`config.mk`:
```
export PLATFORM = sky130hd
export DESIGN_NAME = song_sequencer_flat
export DESIGN_NICKNAME = d
export VERILOG_FILES = /design/src/rtl/song_sequencer_if.sv /design/src/rtl/song_sequencer.sv /design/src/flat_wrapper.sv
export SDC_FILE = /design/constraint.sdc
export NUM_CORES = 1
export LEC_CHECK = 0
export BUFFER_PORTS_ARGS = -buffer_cell sky130_fd_sc_hd__buf_2
export CAP_MARGIN = 0
export CORE_ASPECT_RATIO = 0.7
export CORE_MARGIN = 4
export CORE_UTILIZATION = 49
export DETAILED_ROUTE_END_ITERATION = 7
export PLACE_DENSITY = 0.77
export SYNTH_ARGS = -nofsm -noshare
export SYNTH_HDL_FRONTEND = slang
export SYNTH_SLANG_ARGS = --single-unit
```
`constraint.sdc`:
```
create_clock -name clk -period 2.2 [get_ports clk]
set_input_delay 0.22 -clock clk [delete_from_list [all_inputs] [get_ports clk]]
set_output_delay 0.22 -clock clk [all_outputs]
set_load 0.05 [all_outputs]
```
`src/rtl/song_sequencer_if.sv`:
```
// song_sequencer_if: control and ROM signals between the playback sequencer
// and its environment (buttons, note ROM, note player).
// master: the sequencer side. slave: the environment side.
interface song_sequencer_if #(
    parameter int SONG_BITS      = 2,
    parameter int NOTE_ADDR_BITS = 5,
    parameter int NOTE_W         = 6,
    parameter int DUR_W          = 6
);
    logic                                play_pause;
    logic                                next;
    logic                                note_done;
    logic [SONG_BITS+NOTE_ADDR_BITS-1:0] rom_addr;
    logic [NOTE_W+DUR_W-1:0]             rom_data;
    logic                                play;
    logic                                reset_player;
    logic                                new_note;
    logic [NOTE_W-1:0]                   note;
    logic [DUR_W-1:0]                    duration;
    logic [SONG_BITS-1:0]                song;
    logic                                song_done;

    modport master (
        input  play_pause, next, note_done, rom_data,
        output rom_addr, play, reset_player, new_note, note, duration, song, song_done
    );

    modport slave (
        output play_pause, next, note_done, rom_data,
        input  rom_addr, play, reset_player, new_note, note, duration, song, song_done
    );
endinterface

```
`src/rtl/song_sequencer.sv`:
```
// song_sequencer: play/pause and next-song control, walks the note ROM and
// hands one note at a time to the note player.
// Optional feature macro LOOP_SONG_EN: when defined, a finished song restarts
// from note 0; when undefined, playback advances to the next song and pauses.
//
// state       | meaning
// ------------+---------------------------------------------------------
// PAUSED      | idle, play=0, waiting for play_pause or next
// FETCH       | rom_addr presented, ROM read in flight
// LATCH       | rom_data captured into note/duration, zero duration = end
// ISSUE       | new_note pulse to the note player
// WAIT_DONE   | waiting for note_done from the note player
// END         | song_done pulse, then the song-end action
// NEXT_SONG   | reset_player pulse, song advanced, back to prior play state
module song_sequencer #(
    parameter int SONG_BITS      = 2,
    parameter int NOTE_ADDR_BITS = 5,
    parameter int NOTE_W         = 6,
    parameter int DUR_W          = 6
) (
    input logic              clk,
    input logic              reset,
    song_sequencer_if.master bus
);
    localparam logic [2:0] S_PAUSED    = 3'd0;
    localparam logic [2:0] S_FETCH     = 3'd1;
    localparam logic [2:0] S_LATCH     = 3'd2;
    localparam logic [2:0] S_ISSUE     = 3'd3;
    localparam logic [2:0] S_WAIT_DONE = 3'd4;
    localparam logic [2:0] S_END       = 3'd5;
    localparam logic [2:0] S_NEXT_SONG = 3'd6;

    localparam logic [SONG_BITS-1:0]      SONG_ONE = 1;
    localparam logic [NOTE_ADDR_BITS-1:0] IDX_ONE  = 1;

    logic [2:0]                r_state, w_state_nxt;
    logic [SONG_BITS-1:0]      r_song, w_song_nxt;
    logic [NOTE_ADDR_BITS-1:0] r_note_idx, w_note_idx_nxt;
    logic                      r_resume, w_resume_nxt;
    logic                      r_play, r_new_note, r_reset_player, r_song_done;
    logic [NOTE_W-1:0]         r_note;
    logic [DUR_W-1:0]          r_duration;
    logic [NOTE_W-1:0]         w_rom_note;
    logic [DUR_W-1:0]          w_rom_dur;
    logic                      w_playing;
    logic                      w_last_idx;

    assign {w_rom_note, w_rom_dur} = bus.rom_data;
    assign w_playing  = (r_state != S_PAUSED) && (r_state != S_NEXT_SONG);
    assign w_last_idx = &r_note_idx;

    assign bus.rom_addr     = {r_song, r_note_idx};
    assign bus.play         = r_play;
    assign bus.new_note     = r_new_note;
    assign bus.reset_player = r_reset_player;
    assign bus.song_done    = r_song_done;
    assign bus.note         = r_note;
    assign bus.duration     = r_duration;
    assign bus.song         = r_song;

    // Next-state: next beats play_pause beats note_done; song/index move with it
    always_comb begin
        w_state_nxt    = r_state;
        w_song_nxt     = r_song;
        w_note_idx_nxt = r_note_idx;
        w_resume_nxt   = r_resume;
        if (bus.next) begin
            w_state_nxt    = S_NEXT_SONG;
            w_song_nxt     = r_song + SONG_ONE;
            w_note_idx_nxt = '0;
            // A repeated next keeps the play state captured on first entry
            w_resume_nxt   = (r_state == S_NEXT_SONG) ? r_resume : w_playing;
        end else if (bus.play_pause && w_playing) begin
            w_state_nxt = S_PAUSED;
        end else begin
            case (r_state)
                S_PAUSED:    if (bus.play_pause) w_state_nxt = S_FETCH;
                S_FETCH:     w_state_nxt = S_LATCH;
                S_LATCH:     w_state_nxt = (w_rom_dur == '0) ? S_END : S_ISSUE;
                S_ISSUE:     w_state_nxt = S_WAIT_DONE;
                S_WAIT_DONE: begin
                    if (bus.note_done) begin
                        if (w_last_idx) begin
                            w_state_nxt = S_END;
                        end else begin
                            w_state_nxt    = S_FETCH;
                            w_note_idx_nxt = r_note_idx + IDX_ONE;
                        end
                    end
                end
`ifdef LOOP_SONG_EN
                S_END: begin
                    w_state_nxt    = S_FETCH;
                    w_note_idx_nxt = '0;
                end
`else
                S_END: begin
                    w_state_nxt    = S_NEXT_SONG;
                    w_song_nxt     = r_song + SONG_ONE;
                    w_note_idx_nxt = '0;
                    w_resume_nxt   = 1'b0;
                end
`endif
                S_NEXT_SONG: w_state_nxt = r_resume ? S_FETCH : S_PAUSED;
                default:     w_state_nxt = S_PAUSED;
            endcase
        end
    end

    // State, position and registered outputs derived from the next state
    always_ff @(posedge clk or posedge reset) begin
        if (reset) begin
            r_state        <= S_PAUSED;
            r_song         <= '0;
            r_note_idx     <= '0;
            r_resume       <= 1'b0;
            r_play         <= 1'b0;
            r_new_note     <= 1'b0;
            r_reset_player <= 1'b0;
            r_song_done    <= 1'b0;
        end else begin
            r_state        <= w_state_nxt;
            r_song         <= w_song_nxt;
            r_note_idx     <= w_note_idx_nxt;
            r_resume       <= w_resume_nxt;
            r_play         <= (w_state_nxt == S_NEXT_SONG) ? r_play : (w_state_nxt != S_PAUSED);
            r_new_note     <= (w_state_nxt == S_ISSUE);
            r_reset_player <= (w_state_nxt == S_NEXT_SONG);
            r_song_done    <= (w_state_nxt == S_END);
        end
    end

    // ROM word capture; data is valid in LATCH, one cycle after FETCH
    always_ff @(posedge clk or posedge reset) begin
        if (reset) begin
            r_note     <= '0;
            r_duration <= '0;
        end else if (r_state == S_LATCH) begin
            r_note     <= w_rom_note;
            r_duration <= w_rom_dur;
        end
    end
endmodule

```
`src/flat_wrapper.sv`:
```
// flat-port wrapper written by rule: the top's interface ports become plain ports
module song_sequencer_flat 
#(
    parameter int SONG_BITS      = 2,
    parameter int NOTE_ADDR_BITS = 5,
    parameter int NOTE_W         = 6,
    parameter int DUR_W          = 6
)
  (clk, reset, bus_play_pause, bus_next, bus_note_done, bus_rom_data, bus_rom_addr, bus_play, bus_reset_player, bus_new_note, bus_note, bus_duration, bus_song, bus_song_done);
  song_sequencer_if #(.SONG_BITS(SONG_BITS), .NOTE_ADDR_BITS(NOTE_ADDR_BITS), .NOTE_W(NOTE_W), .DUR_W(DUR_W)) bus_i ();
  input logic clk;
  input logic reset;
  input wire logic [$bits(bus_i.play_pause)-1:0] bus_play_pause;
  input wire logic [$bits(bus_i.next)-1:0] bus_next;
  input wire logic [$bits(bus_i.note_done)-1:0] bus_note_done;
  input wire logic [$bits(bus_i.rom_data)-1:0] bus_rom_data;
  output wire logic [$bits(bus_i.rom_addr)-1:0] bus_rom_addr;
  output wire logic [$bits(bus_i.play)-1:0] bus_play;
  output wire logic [$bits(bus_i.reset_player)-1:0] bus_reset_player;
  output wire logic [$bits(bus_i.new_note)-1:0] bus_new_note;
  output wire logic [$bits(bus_i.note)-1:0] bus_note;
  output wire logic [$bits(bus_i.duration)-1:0] bus_duration;
  output wire logic [$bits(bus_i.song)-1:0] bus_song;
  output wire logic [$bits(bus_i.song_done)-1:0] bus_song_done;
  assign bus_i.play_pause = bus_play_pause;
  assign bus_i.next = bus_next;
  assign bus_i.note_done = bus_note_done;
  assign bus_i.rom_data = bus_rom_data;
  assign bus_rom_addr = bus_i.rom_addr;
  assign bus_play = bus_i.play;
  assign bus_reset_player = bus_i.reset_player;
  assign bus_new_note = bus_i.new_note;
  assign bus_note = bus_i.note;
  assign bus_duration = bus_i.duration;
  assign bus_song = bus_i.song;
  assign bus_song_done = bus_i.song_done;
  song_sequencer #(.SONG_BITS(SONG_BITS), .NOTE_ADDR_BITS(NOTE_ADDR_BITS), .NOTE_W(NOTE_W), .DUR_W(DUR_W)) u_core (.clk(clk), .reset(reset), .bus(bus_i));
endmodule
```
* After elaboration in Yosys (flattened, before gate mapping)
Index checks and enable logic that the tools add are counted.
** Operators by class
- Add/subtract/negate cells :: 2
- Multipliers :: 0
- Div/mod/pow operators :: 0
- Order comparisons :: 0
- Equal/unequal tests :: 14
- Shift-type cells :: 0
- Multiplexer cells :: 20
- Bitwise logic cells :: 0
- Reduce and logical (&&, ||, !) cells :: 12
** Operators with widths (count)
- case mux 3 bit (7 select lines) :: 1
- 2-to-1 mux 5 bit :: 4
- 2-to-1 mux 3 bit :: 6
- equality test 3 bit (second input constant) :: 5
- case mux 5 bit (2 select lines) :: 1
- equality test 3 x 2 -> 1 bit (second input constant) :: 3
- inequality test 3 bit (second input constant) :: 3
- nonzero test 3 bit :: 3
- zero test 6 bit :: 1
- 2-to-1 mux 2 bit :: 3
- adder 5 x 1 -> 5 bit (second input constant) :: 1
- 2-to-1 mux 1 bit :: 5
- AND reduction 5 bit :: 1
- inequality test 2 bit (second input constant) :: 2
- AND reduction 4 bit :: 1
- equality test 3 x 1 -> 1 bit (second input constant) :: 1
- zero test 3 bit :: 1
- AND reduction 3 bit :: 1
- adder 2 x 1 -> 2 bit (second input constant) :: 1
- logical AND 1 bit :: 2
- AND reduction 2 bit :: 1
- nonzero test 2 bit :: 1
** Storage, ports and cells
- Flip-flop bits (word level) :: 27
- Bits in latches :: 0
- Bits in writable memories :: 0
- Memory bits (read-only) :: 0
- Input bits :: 17
- Output and inout bits :: 25
- Logic and storage cells :: 58
- Memories kept :: 0

* Depth between registers and ports, before layout
- Depth in word-level cells :: 7
- Mapped depth :: 9
- Depth with buffers taken out :: 9

* Worst setup path before layout
OpenSTA, ideal clock, no wires.
- Kind :: reg-to-reg
- Start point :: register u_core.r_note_idx[0]
- End point :: register u_core.r_note_idx[2]
- Setup time :: 0.078 ns
- Arrival :: 2.159 ns
- Required time :: 2.122 ns
- Setup slack :: -0.037 ns
- Stages on the path, launching flop included :: 8
- Buffers on the path :: 0
- Clock period less this slack :: 2.237 ns
- Cells stage by stage :: dfrtp_1 ha_1 and3_1 ha_1 nor2b_1 o2111ai_1 or3b_2 a21oi_1
** On the way
- Longest elaborated chain between the ends :: 6
- Elaborated cells on any way between the ends :: 9
- Classes of those cells :: 1 x add/sub; 1 x eq/ne; 5 x mux; 2 x reduce/logical
** RTL lines
- from (decl) :: RTL line song_sequencer.sv:38 : logic [NOTE_ADDR_BITS-1:0] r_note_idx, w_note_idx_nxt;
- from (signal assigned) :: RTL line song_sequencer.sv:124 : r_note_idx <= w_note_idx_nxt;
- adder 5 x 1 -> 5 bit :: RTL line song_sequencer.sv:87 : w_note_idx_nxt = r_note_idx + IDX_ONE;
- 2-to-1 mux 5 bit :: RTL line song_sequencer.sv:83 : if (w_last_idx) begin
- 2-to-1 mux 5 bit :: RTL line song_sequencer.sv:82 : if (bus.note_done) begin
- case mux 5 bit (2 select lines) :: RTL line song_sequencer.sv:76 : case (r_state)
- 2-to-1 mux 5 bit :: RTL line song_sequencer.sv:73 : end else if (bus.play_pause && w_playing) begin
- 2-to-1 mux 5 bit :: RTL line song_sequencer.sv:67 : if (bus.next) begin
Several ways; a longest one is shown, not always the timed one. The select of a mux whose other input is x is not followed.
A chain may end at the register's enable or synchronous reset.

* Final worst setup path
Ends and elaborated chain as after synthesis.

==> qor.yml <==
clkSlewWorstSetupHoldPaths_ns: 0.09
fmaxAchievable_mhz: 483
status: "finished, final reports clean"
crit_path_end_kind: "flop"
slew_violations: 0
syn_nets: 131
cts_inserted_buffers: 3
r2r-start: "u_core.r_note_idx[0]"
ant_nets: 0
numClockSinks: 27
core-area_um2: 2510
hold_depth: 2
min_from: "bus_rom_data[8]"
critPathRequiredTime_ns: 2.41
utilization: 0.638
hold_end: "u_core.bus.note[2]"
root_buffer: "clkbuf_8"
crit_type: "reg -> reg"
syn_avg_cell_area_um2: 11.8
swShare: 0.496
syn_to_final_growth_pct: 21.5
grt_pass1_wl_mm: 4.64
insertion_delay_ns: 0.28
gp_congestion: 0.763
clockBufferDepth: 2
yosysMostFrequentCell: "dfrtp_1"
ioPinCount: 42
worstReg2RegEnd: "u_core.r_note_idx[2]"
die_h_um: 51.4
cts_setup_buffers: 0
drt-total-wl_mm: 2.77
r2r_slack_ns: 0.13
synth_area_leaders: "dfrtp_1, mux2_2, a21oi_1"
diodes: 0
synthFlopType: "dfrtp_1"
combPwrFrac: 0.525
crit_arrival_ns: 2.28
port_buffers: 41
p_per_area_nw_per_um2: 1420
vias_per_cell: 5.44
period_share: 0.942
wl_per_cell_um: 14.7
setup_viol: 0
initial_utilization: 0.525
p_switching_mw: 1.13
reg2reg_depth: 7
grt_remaining_overflow: 0
dp_cells: 183
nNetsFinal: 174
pwr-share-clk: 0.123
synth_edf_count: 0
dpl.hpwl_mm: 2.14
grtUsageTotal: 0.162
yosys_warnings: 0
fillers: 231
syn_area_um2: 1320
ys_types: 43
ys_seq_elements: 27
max-slew-margin-rel: 0.706
fin_area_um2: 1610
vias: 1022
internal_power_mw: 1.15
cts_tree: "yes"
setup-tns-final_ns: 0
grt_max_degree: 28
fin_crit_ns: 2.07
drv_cap: 0
fin_cells: 188
synthTopCellsByCount: "dfrtp_1, mux2_2, inv_1"
irDropWorstVdd_mv: 0.897
drc_errors: 0
p_leak_nw: 0.773
htreeDepth: 1
placedInstanceArea_um2: 1550
rows: 15
drtIter0Drc: 52
hold_class: "in -> reg"
fin_worst_skew_ns: 0.00467
hold_viol: 0
grt_pass1_vias: 971
synth-async-reset-ratio: 1.00
pwr-share-seq: 0.352
fp.dieArea_um2: 3600
ys_seq_area_frac: 0.511
critPathLaunchType: "flop"
place_ws_ns: 0.0756
fin_ws_ns: 0.128
synth_top_area_cell: "dfrtp_1"
rsz0062_at_grt: "no"
drtPass1Iterations: 5
drive_above_1_share: 0.474
antenna_found_initial: 0
synth_cells: 112
worst_slew_pin_slew_ns: 0.441
die_x_um: 70.1
path_max_fanout: 4
synth.top_cell.area_share: 0.511
## final cells by class
type,instances,area (um2),area share
sequential,27,678,0.422
timing repair buffer,45,238,0.148
clock inverter,1,5.00,0.00312
inverter,6,22.5,0.0140
clock buffer,3,41.3,0.0257
tap,34,42.5,0.0265
multi-input combinational,72,578,0.360
## power groups by stage
stage          logic, mW  clock network [mW]  registers, mW
6_report            1.19               0.279          0.800
2_1_floorplan      0.473                   0           1.29
3_3_place_gp        1.18                   0          0.793
5_1_grt             1.25               0.307          0.825
3_5_place_dp        1.20                   0          0.807
4_1_cts             1.21               0.284          0.799
## cell families after synthesis
family / after synthesis / synth area share
simple gates: 32 / 0.156
flops: 27 / 0.511
compound gates: 22 / 0.130
buf+inv: 13 / 0.0530
mux: 13 / 0.111
xor+xnor: 3 / 0.0199
fa+ha+maj: 2 / 0.0189
## stage by stage
step	hold WS (ns)	power (mW)
after floorplan	0.273	1.77
after global placement	0.287	1.98
after detailed placement	0.292	2.01
after CTS	0.168	2.29
after global routing	0.172	2.38
final	0.172	2.27
## repair_timing
action                                 CTS  global route
resized for setup                        0             1
endpoints found under the hold margin   27             0
setup endpoints to repair                0             1
hold buffers                             1             0
## layout by cell type, fill, tap and decap left out, types with 2 or more instances in the layout
cell | synthesis | routed
buf_2 | 2 | 41
dfrtp_1 | 27 | 25
mux2_2 | 13 | 13
inv_1 | 6 | 6
nor2_1 | 5 | 5
a21oi_1 | 5 | 5
nand2_1 | 4 | 4
nand3b_1 | 3 | 3
o21ai_0 | 3 | 3
nand3_1 | 3 | 3
clkbuf_8 | 0 | 3
buf_4 | 3 | 3
nor3b_2 | 2 | 2
and3b_1 | 2 | 2
xnor2_1 | 2 | 2
a21boi_0 | 2 | 2
ha_1 | 2 | 2
dfrtp_2 | 0 | 2
## layer usage
| metal | vias up | routed length [um] | part of all wire | global-route usage |
|---|---|---|---|---|
| met5 | - | 0 | 0 | 0 |
| met4 | 0 | 12 | 0.0043 | 0.0350 |
| met3 | 2 | 183 | 0.066 | 0.0511 |
| met2 | 25 | 1380 | 0.50 | 0.284 |
| met1 | 507 | 1200 | 0.43 | 0.199 |
| li1 | 488 | - | - | - |
## registers in the layout (all words and copies together) (netlist names)
name / flops
u_core.bus.duration: 6
u_core.r_note_idx: 5
u_core.r_resume: 1
u_core.bus.reset_player: 1
u_core.bus.song_done: 1
u_core.bus.note: 6
u_core.r_state: 3
u_core.bus.song: 2
u_core.bus.new_note: 1
u_core.bus.play: 1
## critical path, cell delays in order (launching register included)
cell and delay (ns):
dfrtp_2 0.44, ha_1 0.22, and3_1 0.19, ha_1 0.18, nor2b_2 0.17, o2111ai_1 0.18, or3b_2 0.50, a21oi_1 0.14
## worst max-delay path by stage
stage / to / from / cells after the start
after floorplan: u_core.r_note_idx[2] / u_core.r_note_idx[0] / 7
after CTS: u_core.r_note_idx[2] / u_core.r_note_idx[0] / 7
after global placement: u_core.r_note_idx[2] / u_core.r_note_idx[0] / 7
after detailed placement: u_core.r_note_idx[2] / u_core.r_note_idx[0] / 7
after global routing: u_core.r_note_idx[2] / u_core.r_note_idx[0] / 7
final: u_core.r_note_idx[2] / u_core.r_note_idx[0] / 7
No activity file was read; power rests on OpenSTA's default activity.
